## src/rtl/mix_columns_iter.sv

```systemverilog
`default_nettype none
// ============================================================================
//  Module      : mix_columns_iter
//  Description : Iterative forward AES MixColumns engine. Accepts a 128-bit
//                state over valid/ready, transforms COLS_PER_CYCLE columns per
//                BUSY cycle in place, then holds the result until taken.
//                A latched bypass flag passes data through with equal latency.
//  Revision    : 1.0 - initial release
// ============================================================================
module mix_columns_iter #(
  parameter int COLS_PER_CYCLE = 1
) (
  input  logic         clk,
  input  logic         rst_n,
  input  logic         in_valid,
  output logic         in_ready,
  input  logic [127:0] in_data,
  input  logic         in_bypass,
  output logic         out_valid,
  input  logic         out_ready,
  output logic [127:0] out_data
);

  typedef enum logic [1:0] {
    S_IDLE = 2'd0,
    S_BUSY = 2'd1,
    S_DONE = 2'd2
  } state_t;

  // Counter step and the bits of the column index that identify a group.
  localparam logic [2:0] c_STEP     = 3'(COLS_PER_CYCLE);
  localparam logic [1:0] c_GRP_MASK = (COLS_PER_CYCLE == 1) ? 2'b11 :
                                      (COLS_PER_CYCLE == 2) ? 2'b10 : 2'b00;

  generate
    if (!(COLS_PER_CYCLE == 1 || COLS_PER_CYCLE == 2 || COLS_PER_CYCLE == 4)) begin : g_bad_param
      $error("mix_columns_iter: COLS_PER_CYCLE must be 1, 2 or 4");
    end
  endgenerate

  function automatic logic [7:0] xtime(input logic [7:0] b);
    return {b[6:0], 1'b0} ^ (b[7] ? 8'h1B : 8'h00);
  endfunction

  // Forward MixColumns on one column; row 0 is the low byte.
  function automatic logic [31:0] mix_col(input logic [31:0] col);
    logic [7:0] s0, s1, s2, s3;
    logic [7:0] o0, o1, o2, o3;
    s0 = col[7:0];
    s1 = col[15:8];
    s2 = col[23:16];
    s3 = col[31:24];
    o0 = xtime(s0) ^ xtime(s1) ^ s1 ^ s2 ^ s3;
    o1 = s0 ^ xtime(s1) ^ xtime(s2) ^ s2 ^ s3;
    o2 = s0 ^ s1 ^ xtime(s2) ^ xtime(s3) ^ s3;
    o3 = xtime(s0) ^ s0 ^ s1 ^ s2 ^ xtime(s3);
    return {o3, o2, o1, o0};
  endfunction

  state_t         r_state;
  state_t         w_state_next;
  logic [127:0]   r_data;
  logic           r_bypass;
  logic [1:0]     r_cnt;
  logic [127:0]   w_next_data;
  logic [2:0]     w_cnt_sum;
  logic           w_last;
  logic           w_load;
  logic           w_step;

  // Carry out of the 2-bit counter marks the final column group.
  assign w_cnt_sum = {1'b0, r_cnt} + c_STEP;
  assign w_last    = w_cnt_sum[2];

  generate
    for (genvar c = 0; c < 4; c++) begin : g_col
      localparam logic [1:0] c_IDX = 2'(c);
      logic w_sel;
      assign w_sel = ((c_IDX ^ r_cnt) & c_GRP_MASK) == 2'b00;
      assign w_next_data[c*32 +: 32] = (w_sel && !r_bypass) ? mix_col(r_data[c*32 +: 32])
                                                            : r_data[c*32 +: 32];
    end
  endgenerate

  // State register.
  always_ff @(posedge clk or negedge rst_n) begin
    if (!rst_n) begin
      r_state <= S_IDLE;
    end else begin
      r_state <= w_state_next;
    end
  end

  // Next-state decode and handshake outputs.
  always_comb begin
    w_state_next = r_state;
    in_ready     = 1'b0;
    out_valid    = 1'b0;
    w_load       = 1'b0;
    w_step       = 1'b0;
    case (r_state)
      S_IDLE: begin
        in_ready = 1'b1;
        if (in_valid) begin
          w_load       = 1'b1;
          w_state_next = S_BUSY;
        end
      end
      S_BUSY: begin
        w_step = 1'b1;
        if (w_last) begin
          w_state_next = S_DONE;
        end
      end
      S_DONE: begin
        out_valid = 1'b1;
        if (out_ready) begin
          w_state_next = S_IDLE;
        end
      end
      default: begin
        w_state_next = S_IDLE;
      end
    endcase
  end

  // Datapath: load on accept, transform one column group per BUSY cycle.
  always_ff @(posedge clk or negedge rst_n) begin
    if (!rst_n) begin
      r_data   <= 128'h0;
      r_bypass <= 1'b0;
      r_cnt    <= 2'd0;
    end else if (w_load) begin
      r_data   <= in_data;
      r_bypass <= in_bypass;
      r_cnt    <= 2'd0;
    end else if (w_step) begin
      r_data   <= w_next_data;
      r_cnt    <= w_cnt_sum[1:0];
    end
  end

  assign out_data = r_data;

endmodule
`default_nettype wire

```

## config.mk

```make
export PLATFORM = sky130hd
export DESIGN_NAME = mix_columns_iter
export DESIGN_NICKNAME = d
export VERILOG_FILES = /design/src/rtl/mix_columns_iter.sv
export SDC_FILE = /design/constraint.sdc
export NUM_CORES = 1
export LEC_CHECK = 0
export BUFFER_PORTS_ARGS = -buffer_cell sky130_fd_sc_hd__buf_2
export CORE_MARGIN = 2
export CORE_UTILIZATION = 56
export CTS_BUF_LIST = sky130_fd_sc_hd__clkbuf_16
export DETAILED_ROUTE_END_ITERATION = 12
export PLACE_DENSITY_LB_ADDON = 0.15
export SETUP_SLACK_MARGIN = 0.1
export SYNTH_ARGS = -nofsm -noshare
export SYNTH_HDL_FRONTEND = slang
export SYNTH_SLANG_ARGS = --single-unit
```

## constraint.sdc

```tcl
create_clock -name clk -period 2.5 [get_ports clk]
set_input_delay 0 -clock clk [delete_from_list [all_inputs] [get_ports clk]]
set_output_delay 0 -clock clk [all_outputs]
set_load 0.02 [all_outputs]
```

==> flow_results.xml <==
<?xml version="1.0" encoding="UTF-8"?>
<metrics>
  <group name="floorplanning">
    <metric name="core_area" unit="sq um">19500</metric>
    <metric name="floorplan.die.width" unit="um">145</metric>
    <metric name="placement_rows" unit="">51</metric>
    <metric name="design.portCount" unit="">263</metric>
    <metric name="floorplan.initialDensity" unit="">0.573</metric>
    <metric name="design.die.area" unit="sq um">21100</metric>
    <metric name="die_height" unit="um">145</metric>
  </group>
  <group name="yosys">
    <metric name="synthDominantAreaCellType" unit="">sky130_fd_sc_hd__dfrtp_1</metric>
    <metric name="ys_warn_count" unit="">0</metric>
    <metric name="number_of_synthesized_flops_with_an_enable_pin" unit="">0</metric>
    <metric name="async_flop_share" unit="">1.00</metric>
    <metric name="synth-seq-cells" unit="">133</metric>
    <metric name="netlist_area" unit="sq um">11200</metric>
    <metric name="synth_top_area_share" unit="">0.297</metric>
    <metric name="netlist_top_cells_count" unit="">sky130_fd_sc_hd__dfrtp_1, sky130_fd_sc_hd__xnor3_1, sky130_fd_sc_hd__xnor2_1, sky130_fd_sc_hd__nor2_1, sky130_fd_sc_hd__a21oi_1</metric>
    <metric name="postSynthAreaPerCell" unit="sq um">10.8</metric>
    <metric name="synthesis.instances" unit="">1032</metric>
    <metric name="synth.area.top_cells" unit="">sky130_fd_sc_hd__dfrtp_1, sky130_fd_sc_hd__xnor3_1, sky130_fd_sc_hd__xnor2_1, sky130_fd_sc_hd__xor2_1, sky130_fd_sc_hd__a22oi_1</metric>
    <metric name="yosys.cell_types.count" unit="">37</metric>
    <metric name="net_count_synth" unit="">1169</metric>
    <metric name="synth_seq_area_share" unit="">0.297</metric>
    <metric name="yosysMostFrequentCell" unit="">sky130_fd_sc_hd__dfrtp_1</metric>
    <metric name="synth_flop_cell" unit="">sky130_fd_sc_hd__dfrtp_1</metric>
  </group>
  <group name="worst_setup_path">
    <metric name="timing.critical_path.from" unit="">r_state[0]</metric>
    <metric name="reg2reg_from" unit="">r_state[0]</metric>
    <metric name="worstPathBufferInverterCount" unit="">1</metric>
    <metric name="critical_path_required" unit="ps">2840</metric>
    <metric name="critPathKind" unit="">register to register</metric>
    <metric name="crit_path_depth" unit="">5</metric>
    <metric name="worst_r2r_endpoint" unit="">out_data[84]</metric>
    <metric name="timing.critical_path.slowest_cell_delay" unit="ps">590</metric>
    <metric name="r2r_slack" unit="ps">460</metric>
    <metric name="critical_path.max_fanout" unit="">20</metric>
    <metric name="critical_path.top_delay_family" unit="">compound AO/OA/AOI/OAI gates</metric>
    <metric name="worst_r2r_path_depth" unit="">5</metric>
    <metric name="timing.critical_path.to" unit="">out_data[84]</metric>
    <metric name="critPathSlowestCell" unit="">sky130_fd_sc_hd__dfrtp_1</metric>
    <metric name="arrival" unit="ps">2380</metric>
    <metric name="critPathCaptureType" unit="">register</metric>
    <metric name="critical_path_cell_by_cell" unit="">nand3b_2 -&gt; a21oi_4 -&gt; buf_4 -&gt; nor2_1 -&gt; a31oi_1</metric>
    <metric name="worst_setup_path_start_kind" unit="">register</metric>
  </group>
  <group name="cts">
    <metric name="post_cts_setup_buffer_count" unit="">0</metric>
    <metric name="postCtsResizedCells" unit="">0</metric>
    <metric name="tritoncts_num_sinks" unit="">133</metric>
    <metric name="htree_num_levels" unit="">4</metric>
    <metric name="cts_made_buffers" unit="">17</metric>
    <metric name="cts.root.buffer_cell" unit="">sky130_fd_sc_hd__clkbuf_16</metric>
    <metric name="tritoncts" unit="">done</metric>
    <metric name="clk_pin_slew_worst_paths" unit="ps">60</metric>
    <metric name="clock_latency" unit="ps">430</metric>
    <metric name="clockBufferDepth" unit="">2</metric>
  </group>
  <group name="global_route">
    <metric name="grt_first_pass_wirelength" unit="mm">50.1</metric>
    <metric name="grt.overflow.total" unit="">0</metric>
    <metric name="grt_start_max_net_pins" unit="">85</metric>
    <metric name="first_global_vias" unit="">9258</metric>
    <metric name="gr-usage-all-layers" unit="">0.296</metric>
    <metric name="grt_antenna_before_repair" unit="">0</metric>
  </group>
  <group name="final_layout">
    <metric name="number_of_diodes_added_for_antenna_fixing" unit="">0</metric>
    <metric name="post-route-util" unit="">0.750</metric>
    <metric name="fraction_of_layout_instances_using_a_drive_strength_above_1" unit="">0.247</metric>
    <metric name="nets_finish" unit="">1515</metric>
    <metric name="area_growth_syn_to_layout" unit="%">30.9</metric>
  </group>
  <group name="route">
    <metric name="detail_route.drc_violations" unit="">0</metric>
    <metric name="detailedRoute.firstIterationViolations" unit="">612</metric>
    <metric name="routed_wl" unit="mm">31.0</metric>
    <metric name="wl_per_cell" unit="um">18.7</metric>
    <metric name="detail-route-antenna-nets" unit="">0</metric>
    <metric name="dr_total_vias" unit="">9172</metric>
    <metric name="drt_via_density" unit="">5.54</metric>
    <metric name="drt_pre_antenna_iters" unit="">7</metric>
  </group>
  <group name="timing">
    <metric name="count_of_endpoints_failing_hold_in_the_final_timing_report" unit="">0</metric>
    <metric name="final_min_period_over_clock_period" unit="">0.817</metric>
    <metric name="shortest_period_the_worst_path_allows" unit="ps">2040</metric>
    <metric name="skew" unit="ps">15.3</metric>
    <metric name="achievable-frequency" unit="MHz">490</metric>
    <metric name="rsz0062_at_grt" unit="">false</metric>
    <metric name="fin_worst_hold_slack" unit="ps">66.7</metric>
    <metric name="max_slew_margin" unit="">0.537</metric>
    <metric name="worstMarginPinSlew" unit="ps">689</metric>
    <metric name="slew_violations" unit="">0</metric>
    <metric name="fin_tns_setup" unit="ps">0</metric>
    <metric name="setup_viols_final" unit="">0</metric>
  </group>
  <group name="place">
    <metric name="gp_routability_congestion" unit="">0.851</metric>
    <metric name="io_buffer_count" unit="">262</metric>
    <metric name="dp_hpwl" unit="mm">20.5</metric>
  </group>
  <group name="worst_hold_path">
    <metric name="holdCritPathClass" unit="">primary input to register</metric>
  </group>
  <group name="outcome">
    <metric name="run_status" unit="">finished clean</metric>
  </group>
  <group name="job">
    <metric name="maxCapViolCount" unit="">0</metric>
  </group>
</metrics>
registers in the layout (all words and copies together), names as in the netlist:
register  cells
out_data    128
r_cnt         2
r_bypass      1
r_state       2
cells by family after synthesis:
family                   after synthesis  share of synthesized area
AO/OA/AOI/OAI                        263                      0.147
XOR/XNOR                             324                      0.427
adder cells (fa/ha/maj)                4                    0.00447
buffers and inverters                105                     0.0404
flip-flops                           133                      0.297
multiplexers                          19                     0.0171
AND/OR/NAND/NOR                      184                     0.0667
worst min-delay path, stage by stage:
cell                      delay, ps
sky130_fd_sc_hd__buf_2          120
sky130_fd_sc_hd__o21ai_0        110
sky130_fd_sc_hd__a22o_1         200
repair_timing:
item / in CTS / in global routing
hold buffers: 131 / 0
setup endpoints to repair: 0 / 0
endpoints found under the hold margin: 184 / 0
stage by stage:
stage	setup slack [ps]	instances	cell area, sq um
floorplan	762	1032	11200
finish	457	1656	14600
CTS	447	1656	14600
global placement	558	1493	12700
global route	247	1656	14600
detailed placement	478	1493	12700
layer usage:
metal  wire [um]  GRT usage
met4         720     0.0926
met3        1930     0.0417
met1       13200      0.411
met2       15200      0.489
met5           0          0
cells in the final DEF (no fill, tap or decap), drive strengths merged, types with 3 or more instances in the layout:
master | synthesis | layout
a211o | 8 | 8
o21a | 13 | 13
dfrtp | 133 | 133
a31o | 11 | 11
inv | 13 | 15
xor3 | 11 | 11
o211ai | 5 | 5
ha | 4 | 4
a21oi | 72 | 72
mux2i | 18 | 18
xnor3 | 126 | 126
buf | 40 | 287
bufinv | 0 | 3
nand3b | 4 | 4
o21ai | 55 | 55
a31oi | 39 | 39
dlygate4sd3 | 0 | 131
nand2 | 61 | 61
clkinv | 1 | 10
clkbuf | 51 | 17
nor2 | 107 | 107
xnor2 | 120 | 120
and2 | 7 | 7
xor2 | 67 | 67
a22oi | 56 | 56
area by class of cell:
class,instances,area [sq um]
inverter,14,52.6
clock inverter,15,164
clock buffer,17,425
fill,1352,4890
tap,265,332
timing repair buffer,418,2880
multi-input combinational,794,7460
sequential,133,3330
how the worst min path moves through the flow:
stage | from | to | depth (start not counted)
floorplan | rst_n | out_data[0] | 0
global placement | rst_n | out_data[56] | 1
detailed placement | rst_n | out_data[56] | 1
CTS | in_valid | r_cnt[1] | 3
global route | in_valid | r_cnt[1] | 3
finish | in_valid | r_cnt[1] | 3
Power is left out: the tool's default activity adds up to more than one toggle a clock period on the data nets, which glitch-free logic cannot reach.
